`src/rtl/booth_mult_share_arbiter.sv`:
```
// Round-robin front end sharing one external pipelined 16x16 signed multiplier between
// NUM_REQ requesters, with a tag pipe that follows the multiplier and a credit-gated response FIFO.
module booth_mult_share_arbiter #(
    parameter int unsigned NUM_REQ     = 4,
    parameter int unsigned ID_W        = 2,
    parameter int unsigned MUL_LATENCY = 2,
    parameter int unsigned RESP_DEPTH  = 4
) (
    input  logic                    clk,
    input  logic                    rst,
    input  logic [NUM_REQ-1:0]      req_valid,
    output logic [NUM_REQ-1:0]      req_ready,
    input  logic [NUM_REQ*16-1:0]   req_a,
    input  logic [NUM_REQ*16-1:0]   req_b,
    output logic                    resp_valid,
    input  logic                    resp_ready,
    output logic [31:0]             resp_product,
    output logic [ID_W-1:0]         resp_id,
    output logic                    mul_rst_n,
    output logic [15:0]             mul_a,
    output logic [15:0]             mul_b,
    input  logic [31:0]             mul_product
);

    localparam int unsigned PTR_W = (RESP_DEPTH > 1) ? $clog2(RESP_DEPTH) : 1;
    localparam int unsigned CNT_W = PTR_W + 1;
    localparam int unsigned OCC_W = $clog2(RESP_DEPTH + MUL_LATENCY + 1) + 1;

    logic [ID_W-1:0]        rr_ptr;
    logic                   gnt_found;
    logic [ID_W-1:0]        gnt_id;
    logic [ID_W-1:0]        cand;
    logic                   issue_ok;
    logic                   hs;

    logic [15:0]            a_arr [NUM_REQ];
    logic [15:0]            b_arr [NUM_REQ];
    logic [15:0]            op_a_q;
    logic [15:0]            op_b_q;

    logic [MUL_LATENCY-1:0] tag_v;
    logic [ID_W-1:0]        tag_id [MUL_LATENCY];
    logic [OCC_W-1:0]       inflight;
    logic [OCC_W-1:0]       occ;

    logic [31:0]            prod_mem [RESP_DEPTH];
    logic [ID_W-1:0]        id_mem   [RESP_DEPTH];
    logic [PTR_W-1:0]       wr_ptr;
    logic [PTR_W-1:0]       rd_ptr;
    logic [CNT_W-1:0]       fifo_cnt;
    logic                   push;
    logic                   pop;

    for (genvar i = 0; i < NUM_REQ; i++) begin : g_unpack
        assign a_arr[i] = req_a[16*i +: 16];
        assign b_arr[i] = req_b[16*i +: 16];
    end

    // Credits: buffered plus in-flight results must stay below the FIFO depth.
    always_comb begin
        inflight = '0;
        for (int unsigned k = 0; k < MUL_LATENCY; k++) begin
            inflight = inflight + OCC_W'(tag_v[k]);
        end
        occ      = OCC_W'(fifo_cnt) + inflight;
        issue_ok = mul_rst_n && (occ < OCC_W'(RESP_DEPTH));
    end

    // Round-robin search starting at rr_ptr.
    always_comb begin
        gnt_found = 1'b0;
        gnt_id    = '0;
        cand      = '0;
        for (int unsigned k = 0; k < NUM_REQ; k++) begin
            cand = ID_W'((32'(rr_ptr) + k) % NUM_REQ);
            if (!gnt_found && issue_ok && req_valid[cand]) begin
                gnt_found = 1'b1;
                gnt_id    = cand;
            end
        end
    end

    assign hs        = gnt_found;
    assign req_ready = gnt_found ? (NUM_REQ'(1) << gnt_id) : '0;
    assign mul_a     = gnt_found ? a_arr[gnt_id] : op_a_q;
    assign mul_b     = gnt_found ? b_arr[gnt_id] : op_b_q;

    assign push       = tag_v[MUL_LATENCY-1];
    assign resp_valid = (fifo_cnt != '0);
    assign pop        = resp_valid && resp_ready;
    assign resp_product = resp_valid ? prod_mem[rd_ptr] : '0;
    assign resp_id      = resp_valid ? id_mem[rd_ptr]   : '0;

    // Control state: pointer, operand hold, tag pipe, FIFO pointers, multiplier reset.
    always_ff @(posedge clk or posedge rst) begin
        if (rst) begin
            rr_ptr    <= '0;
            op_a_q    <= '0;
            op_b_q    <= '0;
            mul_rst_n <= 1'b0;
            tag_v     <= '0;
            for (int unsigned k = 0; k < MUL_LATENCY; k++) begin
                tag_id[k] <= '0;
            end
            wr_ptr    <= '0;
            rd_ptr    <= '0;
            fifo_cnt  <= '0;
        end else begin
            mul_rst_n <= 1'b1;
            if (hs) begin
                rr_ptr <= (gnt_id == ID_W'(NUM_REQ - 1)) ? '0 : gnt_id + ID_W'(1);
                op_a_q <= a_arr[gnt_id];
                op_b_q <= b_arr[gnt_id];
            end
            tag_v[0]  <= hs;
            tag_id[0] <= gnt_id;
            for (int unsigned k = 1; k < MUL_LATENCY; k++) begin
                tag_v[k]  <= tag_v[k-1];
                tag_id[k] <= tag_id[k-1];
            end
            if (push) begin
                wr_ptr <= wr_ptr + PTR_W'(1);
            end
            if (pop) begin
                rd_ptr <= rd_ptr + PTR_W'(1);
            end
            case ({push, pop})
                2'b10:   fifo_cnt <= fifo_cnt + CNT_W'(1);
                2'b01:   fifo_cnt <= fifo_cnt - CNT_W'(1);
                default: fifo_cnt <= fifo_cnt;
            endcase
        end
    end

    // Payload storage needs no reset; the head is masked while the FIFO is empty.
    always_ff @(posedge clk) begin
        if (push) begin
            prod_mem[wr_ptr] <= mul_product;
            id_mem[wr_ptr]   <= tag_id[MUL_LATENCY-1];
        end
    end

endmodule
```
`config.mk`:
```
export PLATFORM = sky130hd
export DESIGN_NAME = booth_mult_share_arbiter
export DESIGN_NICKNAME = d
export VERILOG_FILES = /design/src/rtl/booth_mult_share_arbiter.sv
export SDC_FILE = /design/constraint.sdc
export NUM_CORES = 1
export LEC_CHECK = 0
export CAP_MARGIN = 20
export CORE_AREA = 5 5 150 152
export CTS_CLUSTER_DIAMETER = 60
export DETAILED_ROUTE_END_ITERATION = 16
export DIE_AREA = 0 0 155 157
export PLACE_DENSITY = 0.73
export RECOVER_POWER = 50
export SYNTH_ARGS = -nofsm -noshare
export SYNTH_HDL_FRONTEND = slang
export SYNTH_SLANG_ARGS = --single-unit
```
`constraint.sdc`:
```
create_clock -name clk -period 7.7 [get_ports clk]
set_clock_uncertainty 0.2 [all_clocks]
set_input_delay 2.31 -clock clk [delete_from_list [all_inputs] [get_ports clk]]
set_output_delay 2.31 -clock clk [all_outputs]
set_load 0.01 [all_outputs]
```
Word level (Yosys, flattened, before mapping)
Memories as Yosys holds them, arrays and structs flattened.
Cells that the tools add are included.
- register bits: 48
- memories kept: 2
- input bits: 167
- logic and storage cells: 78
- bits in writable memories: 136
- output and inout bits: 72
- shifts and indexed selects: 1
- bitwise operators: 1
- multiplexer cells: 31
- equality and inequality tests: 3
- $add $sub $neg: 10
- magnitude comparators: 6
- reduce and logical (&&, ||, !) cells: 14
- memory list (name ; words ; width ; rd ports ; clocked after Yosys merged registers in ; wr ports ; line ; text):
    prod_mem ; 4 ; 32 ; 1 ; 0 ; 1 ; 46 ; logic [31:0] prod_mem [RESP_DEPTH];
    id_mem ; 4 ; 2 ; 1 ; 0 ; 1 ; 47 ; logic [ID_W-1:0] id_mem [RESP_DEPTH];
- operators by type and width (cell ; number):
    $mux 16 ; 6
    $bmux 16 s2 ; 2
    $mux 32 ; 1
    $lt 2x3->1 const B ; 4
    $mux 2 ; 6
    $mux 1 ; 10
    $logic_and 1x1->1 ; 9
    $add 2x1->2 const B ; 4
    $bmux 1 s2 ; 4
    $pmux 3 s2 ; 1
    $add 2x2->2 const B ; 2
    $add 3x2->4 ; 1
    $eq 2x2->1 const B ; 2
    $lt 4x3->1 const B ; 1
    $mux 4 ; 1
    $shl 1x2->4 const A ; 1
    $add 3x1->3 const B ; 1
    $ge 3x3->1 const B ; 1
    $logic_not 1->1 ; 3
    $not 2->3 ; 1
    $reduce_bool 3->1 ; 1
    $sub 3x1->3 const B ; 1
    $add 1x1->2 ; 1
    $eq 2x1->1 const B ; 1
    $reduce_bool 2->1 ; 1

Logic depth before layout (Yosys ltp)
- depth in word-level cells: 23
- depth in mapped cells: 9
- mapped depth without buffers: 8

Worst setup path after synthesis
Ideal clock, no wire load.
- path kind: input to output
- start point: input port req_valid[0]
- end point: output port mul_a[0]
- buffers on the path: 2
- cell stages on the path: 7
- data required time: 5.190 ns
- setup slack: 1.332 ns
- data arrival time: 3.858 ns
- cells stage by stage: nor2b_1 -> a2111oi_2 -> nor2_1 -> buf_4 -> buf_4 -> mux2i_1 -> a221oi_1
- longest elaborated chain between the ends: 21
- elaborated cells on any way between the ends: 31
- classes of those cells: mux: 20; bitwise: 1; reduce/logical: 10
- RTL lines (item ; line ; text):
    start, declared ; 11 ; input logic [NUM_REQ-1:0] req_valid,
    $bmux 1 s2 ; 76 ; if (!gnt_found && issue_ok && req_valid[cand]) begin
    $mux 1 (implied by the code) ; 76 ;
    $logic_and 1x1->1 ; 76 ;
    $mux 1 ; 76 ;
    $logic_not 1->1 ; 76 ;
    $logic_and 1x1->1 (2 in series) ; 76 ;
    $mux 1 ; 76 ;
    $logic_not 1->1 ; 76 ;
    $logic_and 1x1->1 (2 in series) ; 76 ;
    $mux 1 ; 76 ;
    $logic_not 1->1 ; 76 ;
    $logic_and 1x1->1 (2 in series) ; 76 ;
    $mux 2 ; 76 ;
    $not 2->3 (implied by the code) ; 85 ; assign mul_a = gnt_found ? a_arr[gnt_id] : op_a_q;
    $bmux 16 s2 ; 85 ;
    $mux 16 (implied by the code) (2 in series) ; 85 ;
    $mux 16 (*) ; 85 ;
    end, declared ; 20 ; output logic [15:0] mul_a,
Mark *: on every way between the ends. The rest lies on a longest branch, timed or not. The select of a mux whose other input is x is not followed.

Worst setup path in the final report
- start point: input port req_valid[1]
- end point: output port mul_b[6]
- longest elaborated chain between the ends: 21
- elaborated cells on any way between the ends: 31
- classes of those cells: mux: 20; bitwise: 1; reduce/logical: 10
- RTL lines (item ; line ; text):
    $bmux 1 s2 ; 76 ;
    $mux 1 (implied by the code) ; 76 ;
    $logic_and 1x1->1 ; 76 ;
    $mux 1 ; 76 ;
    $logic_not 1->1 ; 76 ;
    $logic_and 1x1->1 (2 in series) ; 76 ;
    $mux 1 ; 76 ;
    $logic_not 1->1 ; 76 ;
    $logic_and 1x1->1 (2 in series) ; 76 ;
    $mux 1 ; 76 ;
    $logic_not 1->1 ; 76 ;
    $logic_and 1x1->1 (2 in series) ; 76 ;
    $mux 2 ; 76 ;
    $not 2->3 (implied by the code) ; 86 ; assign mul_b = gnt_found ? b_arr[gnt_id] : op_b_q;
    $bmux 16 s2 ; 86 ;
    $mux 16 (implied by the code) (2 in series) ; 86 ;
    $mux 16 (*) ; 86 ;
    end, declared ; 21 ; output logic [15:0] mul_b,
Marked as above.

==> reports/results.ini <==
[setup_path]
worst_r2r_startpoint = wr_ptr[1]$_DFFE_PP0P_
crit_end = mul_b[6]
cp_max_fo = 33
r2r_slack_ns = 4.45
rr_endpoint = prod_mem[1][17]$_DFFE_PP_
cp.required_ns = 5.19
crit_start = req_valid[1]
endpoint_kind = primary output
crit_type = primary input to primary output
start_kind = primary input
crit_arrival_ns = 5.07
reg2reg_depth = 3

[route]
routed_wirelength_um = 20700
wire_per_inst_um = 19.7
num_vias = 5365
drt-pass1-iter-count = 4
drt-initial-drc-count = 250
post_drt_via_cell_ratio = 5.10
ant_nets = 0
route.detailed.drc = 0

[floorplan]
design.die.area_um2 = 24300
num_rows = 53
die_w_um = 155
initial_utilization = 0.392
core_um2 = 20900
die_h_um = 157
ioPinCount = 239

[clock_tree]
ctsLongestPathBuffers = 2
cts_resized = 0
clk_latency_ns = 0.42
htree_levels = 4
cts_buffers = 17
clk_pin_slew_ns = 0.07
cts-root-buf = clkbuf_16
cts_tree = built
cts_sinks = 184
postCtsSetupBuffers = 0
hold_buffers = 0

[power]
power.switching_mw = 1.36
swShare = 0.329
internal_power_mw = 2.77
clkPwrFrac = 0.211
p_seq_frac = 0.342
leakagePower_nw = 4.27
p_comb_frac = 0.447
power.density_nw_per_um2 = 357
peakVddDrop_mv = 0.175

[finish]
fin_cells = 1052
drive_gt1_frac = 0.116
area_delta_synth_final_pct = 41.4
finalNetCount = 937

[logic_synthesis]
netlist_top_cells_count = 136 x edfxtp_1, 71 x and2_1, 63 x mux2i_1, 48 x dfrtp_1, 43 x nor2_1
synthesis.nets = 699
synthTopCellsByArea = edfxtp_1 50%, dfrtp_1 15%, mux4_2 9.3%
yosysWarnings = 0
avgSynthCellArea_um2 = 15.6
yosysTopAreaCell = edfxtp_1
synth_top_area_share = 0.499
synth.distinct_cells = 37
yosys_most_used_dff = edfxtp_1
ys_seq_area_frac = 0.645
synth_edf_count = 136
postSynthCellCount = 524
yosys.cell_count.top_type = edfxtp_1
synth_area_um2 = 8190
ys_ff_latch = 184
synth_async_sr_flop_share = 0.261

[place]
dp_hpwl_um = 14500
io_buffers = 238
globalplace.congestion = 0.871
dpl_worst_slack_ns = 0.0390
placed_cells = 1016

[status]
violations = max-capacitance violations, max-slew violations
status = complete, but fails checks

[grt]
grt_overflow = 0
grt_pass1_vias = 5916
grt_usage = 0.169
grt_max_degree = 49
antenna_found_initial = 1
grt_pass1_wl_um = 32000

[sta]
setup_violations = 0
tightest_slew_ns = 2.65
fin_crit_ns = 7.58
final-hold-violation-count = 0
fmaxAchievable_mhz = 132
slew_viol_final = 140
finalCritPeriodShare = 0.985
layout_setup_ws_ns = 0.116
relSlewSlack = -0.765

[hold_path]
hold_path_class = flop to flop

[flow_run]
maxCapViolCount = 4

==> cells by family (layout without fill, tap and decap cells) <==
logic type               count (synthesis)  count (layout)  synth area share
adder cells (fa/ha/maj)                  8               8            0.0131
AO/OA/AOI/OAI                           50              50            0.0510
buffers and inverters                   44             295            0.0254
AND/OR/NAND/NOR                        134             134            0.0878
multiplexers                            97              97             0.170
other                                    1               3          0.000458
flip-flops                             184             184             0.645
XOR/XNOR                                 6               6           0.00642
==> placed cells by master (no fill, tap or decap), types with 5 or more instances in the layout <==
cell	n
dfrtp_1	46
inv_1	11
nor2_1	42
mux4_2	34
ha_1	7
and2_1	67
o21ai_0	5
mux2i_1	63
a221oi_1	30
buf_4	10
dlygate4sd3_1	17
clkdlybuf4s50_1	220
inv_6	5
edfxtp_1	136
clkbuf_16	17
==> metrics by stage <==
step | hold WS (ns) | utilization | area (um^2) | power [mW] | TNS (ns)
2_1_floorplan | 0.131 | - | 8190 | 2.43 | 0
3_3_place_gp | 0.140 | 0.522 | 10900 | 3.24 | 0
3_5_place_dp | 0.140 | 0.522 | 10900 | 3.29 | 0
4_1_cts | 0.155 | 0.551 | 11500 | 4.17 | 0
5_1_grt | 0.171 | 0.554 | 11600 | 4.38 | -0.0138
6_report | 0.155 | 0.554 | 11600 | 4.13 | 0
==> area by class of cell <==
type,count,area [um^2]
sequential,184,5290
timing repair buffer,252,2530
clock inverter,15,181
clock buffer,17,425
tap,275,344
inverter,11,41.3
fill,1738,9310
antenna,2,5.00
multi-input combinational,296,2760
==> metal layers <==
metal	track usage	up-vias	wire, um
met5	0	-	0
met2	0.291	225	10400
met4	0.0500	0	354
met1	0.198	2634	8060
li1	-	2479	-
met3	0.0668	27	1880
==> power by group through the flow <==
stage,Combinational [mW],Clock (mW),Sequential (mW)
5_1_grt,2.00,0.941,1.43
3_5_place_dp,1.86,0,1.43
6_report,1.85,0.871,1.41
4_1_cts,1.88,0.891,1.41
2_1_floorplan,1.08,0,1.36
3_3_place_gp,1.83,0,1.41
==> worst min path at each step <==
| stage | depth (start not counted) | to | from | slack, ns |
|---|---|---|---|---|
| floorplan | 0 | tag_id[0]$_DFF_PP0_ | tag_id[2]$_DFF_PP0_ | 0.13 |
| global placement | 0 | tag_id[0]$_DFF_PP0_ | tag_id[2]$_DFF_PP0_ | 0.14 |
| detailed placement | 0 | tag_id[0]$_DFF_PP0_ | tag_id[2]$_DFF_PP0_ | 0.14 |
| CTS | 0 | tag_id[0]$_DFF_PP0_ | tag_id[2]$_DFF_PP0_ | 0.16 |
| global route | 0 | tag_id[0]$_DFF_PP0_ | tag_id[2]$_DFF_PP0_ | 0.17 |
| finish | 0 | tag_id[0]$_DFF_PP0_ | tag_id[2]$_DFF_PP0_ | 0.15 |
==> flip-flops by register name (all words and copies together) (netlist names) <==
register   flops
wr_ptr         2
tag_id         4
tag_v          2
id_mem         8
rr_ptr         2
mul_rst_n      1
fifo_cnt       3
op_b_q        16
prod_mem     128
op_a_q        16
rd_ptr         2
==> worst max-delay path, cell delays in order <==
cell	delay [ns]
clkdlybuf4s50_1	0.46
buf_4	0.18
nor2b_1	0.12
o311ai_0	0.34
a311o_1	0.36
nor2_4	0.07
buf_12	0.17
a221oi_1	0.40
clkdlybuf4s50_1	0.64
No activity file was read; power rests on OpenSTA's default activity.
